`src/rtl/parity_frame_loader.sv`:
```
// Collects a 9-beat serial frame (8 data bits LSB first plus a parity bit) and launches a parity engine.
// It compares the engine result with the received parity bit. Optional watchdog: PARITY_FRAME_LOADER_TIMEOUT_EN.
module parity_frame_loader (
  input  logic       clk,
  input  logic       rst,
  input  logic       ser_in,
  input  logic       ser_valid,
  output logic       rx_ready,
  output logic [7:0] data_out,
  output logic       start,
  input  logic       busy,
  input  logic       even_parity,
  input  logic       odd_parity,
  output logic       result_valid,
  output logic       frame_ok,
  output logic       protocol_err,
  output logic       timeout
);

  localparam int unsigned DATA_W = 8;
  localparam int unsigned CNT_W  = 4;
  localparam logic [CNT_W-1:0] LAST_BEAT = CNT_W'(DATA_W);

  typedef enum logic [2:0] {
    COLLECT,
    LAUNCH,
    WAIT_BUSY,
    WAIT_DONE,
    REPORT
  } state_e;

  state_e              state_q, state_d;
  logic [CNT_W-1:0]    cnt_q, cnt_d;
  logic [DATA_W-1:0]   data_q, data_d;
  logic                p_q, p_d;
  logic                rx_ready_q, rx_ready_d;
  logic                start_q, start_d;
  logic                result_valid_q, result_valid_d;
  logic                frame_ok_q, frame_ok_d;
  logic                protocol_err_q, protocol_err_d;

`ifdef PARITY_FRAME_LOADER_TIMEOUT_EN
  localparam int unsigned WDOG_W = 6;
  localparam logic [WDOG_W-1:0] WDOG_MAX = {WDOG_W{1'b1}};

  logic [WDOG_W-1:0]   wdog_q, wdog_d;
  logic                timeout_q, timeout_d;
`endif

  always_comb begin
    state_d        = state_q;
    cnt_d          = cnt_q;
    data_d         = data_q;
    p_d            = p_q;
    frame_ok_d     = frame_ok_q;
    protocol_err_d = protocol_err_q;
`ifdef PARITY_FRAME_LOADER_TIMEOUT_EN
    wdog_d         = wdog_q;
    timeout_d      = timeout_q;
`endif

    case (state_q)
      COLLECT: begin
        if (ser_valid) begin
          if (cnt_q == LAST_BEAT) begin
            p_d     = ser_in;
            cnt_d   = '0;
            state_d = LAUNCH;
          end else begin
            data_d[cnt_q[2:0]] = ser_in;
            cnt_d              = CNT_W'(cnt_q + 1'b1);
          end
        end
      end
      LAUNCH: begin
        state_d = WAIT_BUSY;
`ifdef PARITY_FRAME_LOADER_TIMEOUT_EN
        wdog_d  = '0;
`endif
      end
      WAIT_BUSY: begin
        if (busy) state_d = WAIT_DONE;
      end
      WAIT_DONE: begin
        // Engine flags are sampled on the cycle busy drops.
        if (!busy) begin
          state_d        = REPORT;
          protocol_err_d = (even_parity == odd_parity);
          frame_ok_d     = (odd_parity == p_q) && (even_parity != odd_parity);
`ifdef PARITY_FRAME_LOADER_TIMEOUT_EN
          timeout_d      = 1'b0;
`endif
        end
      end
      REPORT: begin
        state_d = COLLECT;
        cnt_d   = '0;
      end
      default: begin
        state_d = COLLECT;
        cnt_d   = '0;
      end
    endcase

`ifdef PARITY_FRAME_LOADER_TIMEOUT_EN
    // A completed handshake on the same cycle beats the watchdog.
    if ((state_q == WAIT_BUSY) || (state_q == WAIT_DONE)) begin
      wdog_d = WDOG_W'(wdog_q + 1'b1);
      if ((state_d != REPORT) && (wdog_d == WDOG_MAX)) begin
        state_d        = REPORT;
        timeout_d      = 1'b1;
        frame_ok_d     = 1'b0;
        protocol_err_d = 1'b0;
      end
    end
`endif

    rx_ready_d     = (state_d == COLLECT);
    start_d        = (state_d == LAUNCH);
    result_valid_d = (state_d == REPORT);
  end

  always_ff @(posedge clk or posedge rst) begin
    if (rst) begin
      state_q        <= COLLECT;
      cnt_q          <= '0;
      data_q         <= '0;
      p_q            <= 1'b0;
      rx_ready_q     <= 1'b1;
      start_q        <= 1'b0;
      result_valid_q <= 1'b0;
      frame_ok_q     <= 1'b0;
      protocol_err_q <= 1'b0;
`ifdef PARITY_FRAME_LOADER_TIMEOUT_EN
      wdog_q         <= '0;
      timeout_q      <= 1'b0;
`endif
    end else begin
      state_q        <= state_d;
      cnt_q          <= cnt_d;
      data_q         <= data_d;
      p_q            <= p_d;
      rx_ready_q     <= rx_ready_d;
      start_q        <= start_d;
      result_valid_q <= result_valid_d;
      frame_ok_q     <= frame_ok_d;
      protocol_err_q <= protocol_err_d;
`ifdef PARITY_FRAME_LOADER_TIMEOUT_EN
      wdog_q         <= wdog_d;
      timeout_q      <= timeout_d;
`endif
    end
  end

  assign rx_ready     = rx_ready_q;
  assign data_out     = data_q;
  assign start        = start_q;
  assign result_valid = result_valid_q;
  assign frame_ok     = frame_ok_q;
  assign protocol_err = protocol_err_q;
`ifdef PARITY_FRAME_LOADER_TIMEOUT_EN
  assign timeout      = timeout_q;
`else
  assign timeout      = 1'b0;
`endif

endmodule

```
`config.mk`:
```
export PLATFORM = sky130hd
export DESIGN_NAME = parity_frame_loader
export DESIGN_NICKNAME = d
export VERILOG_FILES = /design/src/rtl/parity_frame_loader.sv
export SDC_FILE = /design/constraint.sdc
export NUM_CORES = 1
export LEC_CHECK = 0
export ABC_CLOCK_PERIOD_IN_PS = 1800
export CAP_MARGIN = 20
export CORE_MARGIN = 1
export CORE_UTILIZATION = 49
export DETAILED_ROUTE_END_ITERATION = 8
export GPL_TIMING_DRIVEN = 0
export HOLD_SLACK_MARGIN = 0.03
export PLACE_DENSITY = 0.82
export SYNTH_ARGS = -nofsm -noshare
export SYNTH_HDL_FRONTEND = slang
export SYNTH_SLANG_ARGS = --single-unit
```
`constraint.sdc`:
```
create_clock -name clk -period 1.8 [get_ports clk]
set_input_delay 0.54 -clock clk [delete_from_list [all_inputs] [get_ports clk]]
set_output_delay 0.54 -clock clk [all_outputs]
set_load 0.05 [all_outputs]
```
Yosys cells after proc, flatten, opt, wreduce, memory -nomap -nowiden
Cells that the tools add are included.
- add/sub/neg operators: 1
- order comparisons: 2
- equality and inequality tests: 10
- mux-type cells: 11
- bitwise logic cells: 3
- reductions and logical operators: 9
- operators by type and width (cell ; number):
    3-bit two-way mux ; 4
    3-bit case mux with 4 select lines ; 1
    8-bit bitwise mux ; 1
    4-bit two-way mux ; 2
    4-bit case mux with 2 select lines ; 1
    3-bit by 1-bit equality test with 1-bit output (second input constant) ; 2
    3-bit by 2-bit equality test with 1-bit output (second input constant) ; 2
    3-bit zero test ; 2
    3-bit AND reduction ; 2
    4-bit by 1-bit adder with 4-bit output (second input constant) ; 1
    4-bit equality test (second input constant) ; 1
    3-bit by 4-bit < comparator with 1-bit output (second input constant) ; 1
    2-bit AND reduction ; 2
    1-bit demux with 3-bit select ; 1
    3-bit equality test (second input constant) ; 1
    3-bit by 1-bit >= comparator with 1-bit output (second input constant) ; 1
    1-bit NOT ; 3
    3-bit OR reduction ; 1
    1-bit equality test ; 2
    1-bit logical AND ; 2
    2-bit inequality test (second input constant) ; 1
    1-bit two-way mux ; 1
    1-bit inequality test ; 1
- register bits after elaboration: 21

Logic depth before layout (Yosys ltp)
Gate-level depths: netlist (run 1).
- depth after elaboration: 5
- depth in mapped cells: 6

Least setup slack after synthesis (run 1)
No wires, ideal clock.
- path type: register to register
- from: register cnt_q[1]
- to: register data_q[1] (netlist: data_out[1])
- library setup time: 125 ps
- data arrival time: 1449 ps
- required time: 1675 ps
- setup slack: 226 ps
- cell stages (with the launch flop): 7
- buffers on the path: 1
- cells stage by stage: dfrtp_1 > clkbuf_1 > inv_1 > ha_1 > a21oi_1 > nand4_1 > mux2_2
- word-level cells in the longest chain between the ends: 5
- elaborated cells between the ends (all ways): 9
- classes of those cells: order compare: 2; eq/ne: 1; mux: 3; bitwise: 1; reduce/logical: 2
- ends and longest elaborated chain (element ; RTL line ; RTL):
    from (decl) ; 33 ; logic [CNT_W-1:0] cnt_q, cnt_d;
    from (signal assigned) ; 140 ; cnt_q <= cnt_d;
    3-bit by 4-bit < comparator with 1-bit output (implied by the code) or 3-bit by 1-bit >= comparator with 1-bit output (tied branches) ; 70 ; data_d[cnt_q[2:0]] = ser_in;
    1-bit logical AND (implied by the code) ; 70 ;
    1-bit two-way mux (implied by the code) ; 70 ;
    1-bit demux with 3-bit select ; 70 ;
    8-bit bitwise mux ; 70 ;
    to (signal assigned) ; 141 ; data_q <= data_d;
    to (decl) ; 34 ; logic [DATA_W-1:0] data_q, data_d;
Parallel ways exist; a longest one is shown, timed or not.
A chain may end at the register's enable or synchronous reset.

Final worst setup path (run 1)
- from: register data_q[1] (netlist: data_out[1])
- to: output port data_out[1]
- RTL lines (element ; RTL line ; RTL):
    to (decl) ; 9 ; output logic [7:0] data_out,
No word-level cell between the ends.

==> reports/qor.csv, run 1 <==
metric,value,unit
highest fanout seen on the critical path,2,
Reg2Reg Capture Point,data_out[3]$_DFFE_PP0P_,
post-synth net total,99,
floorplan die area,2210,sq um
Buffers on Ports,19,
aggregate global routing overflow,0,
drt drc,0,
setup total negative slack,0,ns
sequential share of the synthesized area,53.0,%
standard cell core area,1820,sq um
count of TritonRoute iterations in the first routing pass,4,
weighted congestion at the end of routability-driven global placement,0.757,
final clock skew,0.00468,ns
Final Worst Setup Slack,0.0525,ns
clock tree from TritonCTS,built,
cell depth of the worst hold path,1,
remaining number of nets flagged by the antenna check after routing,0,
detailed-route wire length per cell,13.6,microns
number of antenna diodes,0,
starting density of the core,54.6,%
total internal power,1050,uW
part of the power in combinational logic,48.2,%
placed wire-length estimate,1360,microns
number of placement rows,15,
"non-filler cells, final",137,
number of hold-slack violations in the final timing report,0,
Overall Power,1970,uW
number of synthesized flops with an enable pin,0,
min Tclk post-route,1.75,ns
Worst Path Buf+Inv,1,
Detailed Route WL,1860,microns
Hold Path Origin,data_out[6]$_DFFE_PP0P_,
number of nets in the layout,122,
launching element of the worst setup path,data_out[1]$_DFFE_PP0P_,
worst hold endpoint,data_out[6]$_DFFE_PP0P_,
kind of cell adding the most delay to the critical path,buffers and inverters,
Final Max Tran Viols,0,
global-route wire length before repair,2960,microns
FF-to-FF path depth,5,
Post-synth top flop,sky130_fd_sc_hd__dfrtp_1,
cell-by-cell trace of the critical path,dlygate4sd2_1,
GRT Total Usage,19.2,%
maximum level of the CTS H-tree,1,
pin slew with the least headroom to its limit,0.776,ns
worst reg2reg setup slack,0.11,ns
fraction of the cycle the final worst path needs,97.1,%
switching fraction of total power,46.8,%
setup fix buffers added after clock tree synthesis,0,
overall die width,47.0,microns
leakage power total,0.000587,uW
number of global-route vias before repair,733,
Crit Path Category,reg2out,
power per cell area,1600,nW/um^2
maximum operating frequency,572,MHz
Synth-to-Final Area Change,24.1,%
via count of the routed design,748,
run status,completed,
"IR drop worst, VDD",1100,uV
worst hold-check slack,0.507,ns
R2R Path Start,cnt_q[0]$_DFFE_PP0P_,
cell with the largest stage delay on the worst path,sky130_fd_sc_hd__dlygate4sd2_1,
post-synthesis cell type count,29,
cell total after placement,134,
pin count of the biggest net entering global routing,22,
number of DRC markers after the initial detailed-route iteration,7,
arrival time reported for the critical path endpoint,1.21,ns
number of buffers created by CTS,3,
fill cell instance count of the final layout,149,
Relative slew margins,48.2,%
number of top-level design ports,21,
Critical Path Stages,1,
average cell area after synthesis,11.0,sq um
pre-CTS WS,-0.391,ns
share of total power in sequential cells,40.4,%
switching power of the nets,922,uW
delay of the slowest critical-path stage,0.54,ns
startpoint class of the critical path,flop,
source-to-sink clock delay at the later pin of the worst-skew pair,0.30,ns
clock sink count,21,
Ys Warns,0,
Post-Syn Instances,90,
clock slew at reported path FFs,0.11,ns
Max Root-Sink Buffers,2,
initial antenna violation count,0,
worst min path class,reg2reg,
library cell used as clock root buffer,sky130_fd_sc_hd__clkbuf_4,
share of total power in the clock network,11.4,%
per-cell via count in the routed design,5.46,
fraction of registers with async set/reset,100,%
Die Height,47.0,microns
netlist area before placement,993,sq um
Maximum Capacitance Violations,0,
fraction of final layout cells sized beyond drive strength 1,18.8,%
required time of the worst setup path,1.26,ns
Setup-failing EPs final,0,
register bit count reported by yosys,21,
critical path capture point type,output port,
setup repair after global routing missed its margin,no,
state kept, by name, summed over array words and instances (netlist names):
register	cells
state_q	3
start	1
cnt_q	4
frame_ok	1
p_q	1
result_valid	1
protocol_err	1
data_out	8
rx_ready	1
cell type report:
cell class                 instances  area [sq um]  share of cell area (%)
buffer                             3          16.3                    1.32
multi-input combinational         61           440                    35.7
inverter                           4          15.0                    1.22
sequential                        21           528                    42.8
timing repair buffer              19           175                    14.2
tap                               25          31.3                    2.54
clock buffer                       4          26.3                    2.13
routing by layer:
| layer | up-vias | track usage [%] | share of wire (%) |
|---|---|---|---|
| li1 | 365 | - | - |
| met1 | 357 | 22.5 | 44 |
| met2 | 19 | 34.2 | 50 |
| met3 | 7 | 2.31 | 3.2 |
| met4 | 0 | 10.3 | 2.4 |
| met5 | - | 0 | 0 |
worst max-delay path by stage:
stage                                         end
after CTS                             data_out[1]
after global placement            p_q$_DFFE_PP0P_
after floorplan           data_out[1]$_DFFE_PP0P_
final                                 data_out[1]
after detailed placement          p_q$_DFFE_PP0P_
after global routing                  data_out[1]
repair_timing:
action	CTS	global route
setup endpoints to repair	17	1
hold buffers	0	0
pin swaps	0	0
resized for setup	17	1
logic make-up (layout without fill, tap and decap cells):
group	count (synthesis)	in the layout	synth area share [%]
AO/OA/AOI/OAI	8	8	4.66
buffers and inverters	8	30	3.53
adder cells (fa/ha/maj)	2	2	2.52
other	1	1	0.377
XOR/XNOR	1	1	0.882
flip-flops	21	21	53.0
AND/OR/NAND/NOR	38	38	22.5
multiplexers	11	11	12.5
layout by cell type, fill, tap and decap left out, types with 2 or more instances in the layout:
cell / count
sky130_fd_sc_hd__nand3_1: 4
sky130_fd_sc_hd__a21oi_1: 4
sky130_fd_sc_hd__clkdlybuf4s50_1: 5
sky130_fd_sc_hd__clkbuf_4: 3
sky130_fd_sc_hd__nor2_1: 4
sky130_fd_sc_hd__nand3b_1: 2
sky130_fd_sc_hd__nor3_1: 4
sky130_fd_sc_hd__clkbuf_1: 2
sky130_fd_sc_hd__inv_1: 4
sky130_fd_sc_hd__dfrtp_1: 19
sky130_fd_sc_hd__nand2_1: 6
sky130_fd_sc_hd__nor2b_1: 2
sky130_fd_sc_hd__mux2_2: 11
sky130_fd_sc_hd__nand4_1: 9
sky130_fd_sc_hd__dlygate4sd2_1: 13
sky130_fd_sc_hd__ha_1: 2
stage by stage:
stage / util [%] / area (sq um)
after CTS: 67.6 / 1230
after floorplan: - / 993
after global placement: 66.7 / 1210
after global routing: 67.7 / 1230
after detailed placement: 66.7 / 1210
final: 67.7 / 1230
Yosys cell counts (all sizes together) (4+ instances only):
cell type / count / share of area (%)
mux2: 11 / 12
dfrtp: 20 / 50
a21oi: 4 / 2.0
nand3: 4 / 2.0
nor2: 4 / 1.5
nor3: 4 / 2.0
inv: 4 / 1.5
nand2: 6 / 2.3
nand4: 9 / 5.7
power by group through the flow:
stage	combinational (uW)	clock, uW	sequential (uW)
after floorplan	389	0	1110
after global routing	1020	240	818
after detailed placement	1020	0	788
after global placement	1000	0	774
final	948	225	796
after CTS	952	228	795
Power figures use the tool's default switching activity.
==> inputs of run 2 (changes only) <==
--- a/config.mk
+++ b/config.mk
@@ -5,12 +5,11 @@
 export SDC_FILE = /design/constraint.sdc
 export NUM_CORES = 1
 export LEC_CHECK = 0
-export ABC_CLOCK_PERIOD_IN_PS = 1800
-export CAP_MARGIN = 20
+export ABC_CLOCK_PERIOD_IN_PS = 1900
 export CORE_MARGIN = 1
 export CORE_UTILIZATION = 49
 export DETAILED_ROUTE_END_ITERATION = 8
-export GPL_TIMING_DRIVEN = 0
+export GPL_TIMING_DRIVEN = 1
 export HOLD_SLACK_MARGIN = 0.03
 export PLACE_DENSITY = 0.82
 export SYNTH_ARGS = -nofsm -noshare
==> constraint.sdc (replaced) <==
create_clock -name clk -period 1.9 [get_ports clk]
set_input_delay 0.57 -clock clk [delete_from_list [all_inputs] [get_ports clk]]
set_output_delay 0.57 -clock clk [all_outputs]
set_load 0.05 [all_outputs]
==> run 2 against run 1 <==
Via count grew 0.67%. Cell area rose by 2.3%. Total power fell by 1.2%. Utilization up 1.6 points.
==> reports/qor.csv, run 2 (synthesis results as in run 1) <==
metric,value,unit,change
"non-filler cells, final",142,,+3.6%
Post-CTS Hold Buffers,0,,unchanged
clock sink count,21,,unchanged
number of antenna diodes,0,,unchanged
fraction of final layout cells sized beyond drive strength 1,32.5,%,+14 points
Relative slew margins,63.9,%,+16 points
"IR drop worst, VDD",896,uV,-18%
pin slew with the least headroom to its limit,0.538,ns,-0.238 ns
starting density of the core,54.6,%,unchanged
cell total after placement,138,,+3.0%
library cell used as clock root buffer,sky130_fd_sc_hd__clkbuf_4,,
maximum level of the CTS H-tree,1,,unchanged
worst reg2reg setup slack,0.19,ns,+0.08 ns
source-to-sink clock delay at the later pin of the worst-skew pair,0.30,ns,about the same
run status,completed,,
global-route wire length before repair,3060,microns,+3.2%
Maximum Capacitance Violations,0,,unchanged
Detailed Route WL,1770,microns,-5.0%
floorplan die area,2210,sq um,unchanged
Max Root-Sink Buffers,2,,unchanged
worst min path class,reg2reg,,
per-cell via count in the routed design,5.30,,-2.9%
cell depth of the worst hold path,1,,unchanged
pin count of the biggest net entering global routing,22,,unchanged
count of TritonRoute iterations in the first routing pass,4,,unchanged
setup repair after global routing missed its margin,no,,
remaining number of nets flagged by the antenna check after routing,0,,unchanged
number of nets in the layout,127,,+4.1%
maximum operating frequency,549,MHz,
setup fix buffers added after clock tree synthesis,0,,unchanged
Buffers on Ports,19,,unchanged
weighted congestion at the end of routability-driven global placement,0.905,,+20%
clock slew at reported path FFs,0.11,ns,about the same
placed wire-length estimate,1360,microns,+0.33%
post-cts repair resize count,0,,-17
Synth-to-Final Area Change,27.0,%,
critical path capture point type,flop,,
number of DRC markers after the initial detailed-route iteration,16,,+9
min Tclk post-route,1.82,ns,
Die Height,47.0,microns,unchanged
launching element of the worst setup path,ser_valid,,
FF-to-FF path depth,5,,unchanged
fraction of the cycle the final worst path needs,95.8,%,
worst hold endpoint,data_out[2]$_DFFE_PP0P_,,
GRT Total Usage,20.0,%,+0.82 points
standard cell core area,1820,sq um,unchanged
Hold Path Origin,data_out[2]$_DFFE_PP0P_,,
fill cell instance count of the final layout,147,,-1.3%
highest fanout seen on the critical path,5,,+3
number of placement rows,15,,unchanged
number of flip-flops in the largest register,8,,unchanged
worst hold-check slack,0.515,ns,+0.00780 ns
clock tree from TritonCTS,built,,
Reg2Reg Capture Point,p_q$_DFFE_PP0P_,,
area occupied by multi-input gates,432,sq um,-2.0%
Overall Power,1950,uW,-1.2%
initial antenna violation count,0,,unchanged
R2R Path Start,cnt_q[1]$_DFFE_PP0P_,,
via count of the routed design,753,,+0.67%
overall die width,47.0,microns,unchanged
leakage power total,0.000591,uW,+0.72%
number of global-route vias before repair,712,,-2.9%
required time of the worst setup path,2.14,ns,+0.88 ns
startpoint class of the critical path,input port,,
Final Max Tran Viols,0,,unchanged
"commonest non-fill, non-tap cells in the layout","sky130_fd_sc_hd__dfrtp_1 (20), sky130_fd_sc_hd__buf_4 (20), sky130_fd_sc_hd__mux2_2 (11), sky130_fd_sc_hd__nand4_1 (9)",,
number of buffers created by CTS,3,,unchanged
FF+latch area,527,sq um,-0.24%
power per cell area,1540,nW/um^2,-3.4%
Setup-failing EPs final,0,,unchanged
detailed-route wire length per cell,12.4,microns,-8.3%
drt drc,0,,unchanged
number of top-level design ports,21,,unchanged
number of hold-slack violations in the final timing report,0,,unchanged
arrival time reported for the critical path endpoint,2.06,ns,+0.85 ns
aggregate global routing overflow,0,,unchanged
setup total negative slack,0,ns,unchanged
final clock skew,0.00436,ns,-0.000325 ns
Crit Path Category,in2reg,,
run 2: cell count changes in the layout (fill, tap and decap cells not counted), sizes merged:
cell,previous run,this run
buf,2,21
clkbuf,5,4
clkdlybuf4s15,1,0
clkdlybuf4s50,5,6
dlygate4sd2,13,0
run 2: cell type report:
type	count	area share (%)
sequential	21	41.8
clock buffer	4	2.08
multi-input combinational	61	34.2
tap	25	2.48
timing repair buffer	27	18.3
inverter	4	1.19
run 2: report_power, final:
group / internal [uW] / switching, uW / total, uW
Sequential: 611 / 148 / 759
Combinational: 381 / 598 / 979
Clock: 81.9 / 126 / 208
Total: 1070 / 872 / 1950
run 2: how the worst max path moves through the flow:
stage | end | slack [ns] | depth (start not counted)
floorplan | data_out[1]$_DFFE_PP0P_ | 0.33 | 6
global route | cnt_q[3]$_DFFE_PP0P_ | 0.07 | 4
global placement | cnt_q[3]$_DFFE_PP0P_ | -0.19 | 4
CTS | cnt_q[3]$_DFFE_PP0P_ | 0.1 | 4
detailed placement | cnt_q[3]$_DFFE_PP0P_ | -0.23 | 4
finish | cnt_q[3]$_DFFE_PP0P_ | 0.08 | 4
run 2: metal layers:
layer | track usage (%) | wire length [microns]
met1 | 25.1 | 792
met2 | 33.9 | 890
met3 | 3.85 | 57
met4 | 8.57 | 25
met5 | 0 | 0
run 2: worst max-delay path, stage by stage:
cell and delay (ns):
sky130_fd_sc_hd__clkdlybuf4s50_1 0.53, sky130_fd_sc_hd__or3b_4 0.40, sky130_fd_sc_hd__or4_1 0.46, sky130_fd_sc_hd__nand3_1 0.10
run 2: metrics by stage:
stage	setup WS, ns	area [sq um]	utilization, %
after floorplan	0.326	993	-
after CTS	0.0983	1260	69.3
final	0.0793	1260	69.3
after global routing	0.0692	1260	69.3
after global placement	-0.187	1230	67.8
after detailed placement	-0.228	1230	67.8
==> inputs of run 3 (changes only) <==
--- a/config.mk
+++ b/config.mk
@@ -8,6 +8,7 @@
 export ABC_CLOCK_PERIOD_IN_PS = 1900
 export CORE_MARGIN = 1
 export CORE_UTILIZATION = 49
+export CTS_CLUSTER_DIAMETER = 50
 export DETAILED_ROUTE_END_ITERATION = 8
 export GPL_TIMING_DRIVEN = 1
 export HOLD_SLACK_MARGIN = 0.03
==> results of run 3 <==
Final layout, timing and power as in run 2 (identical DEF).
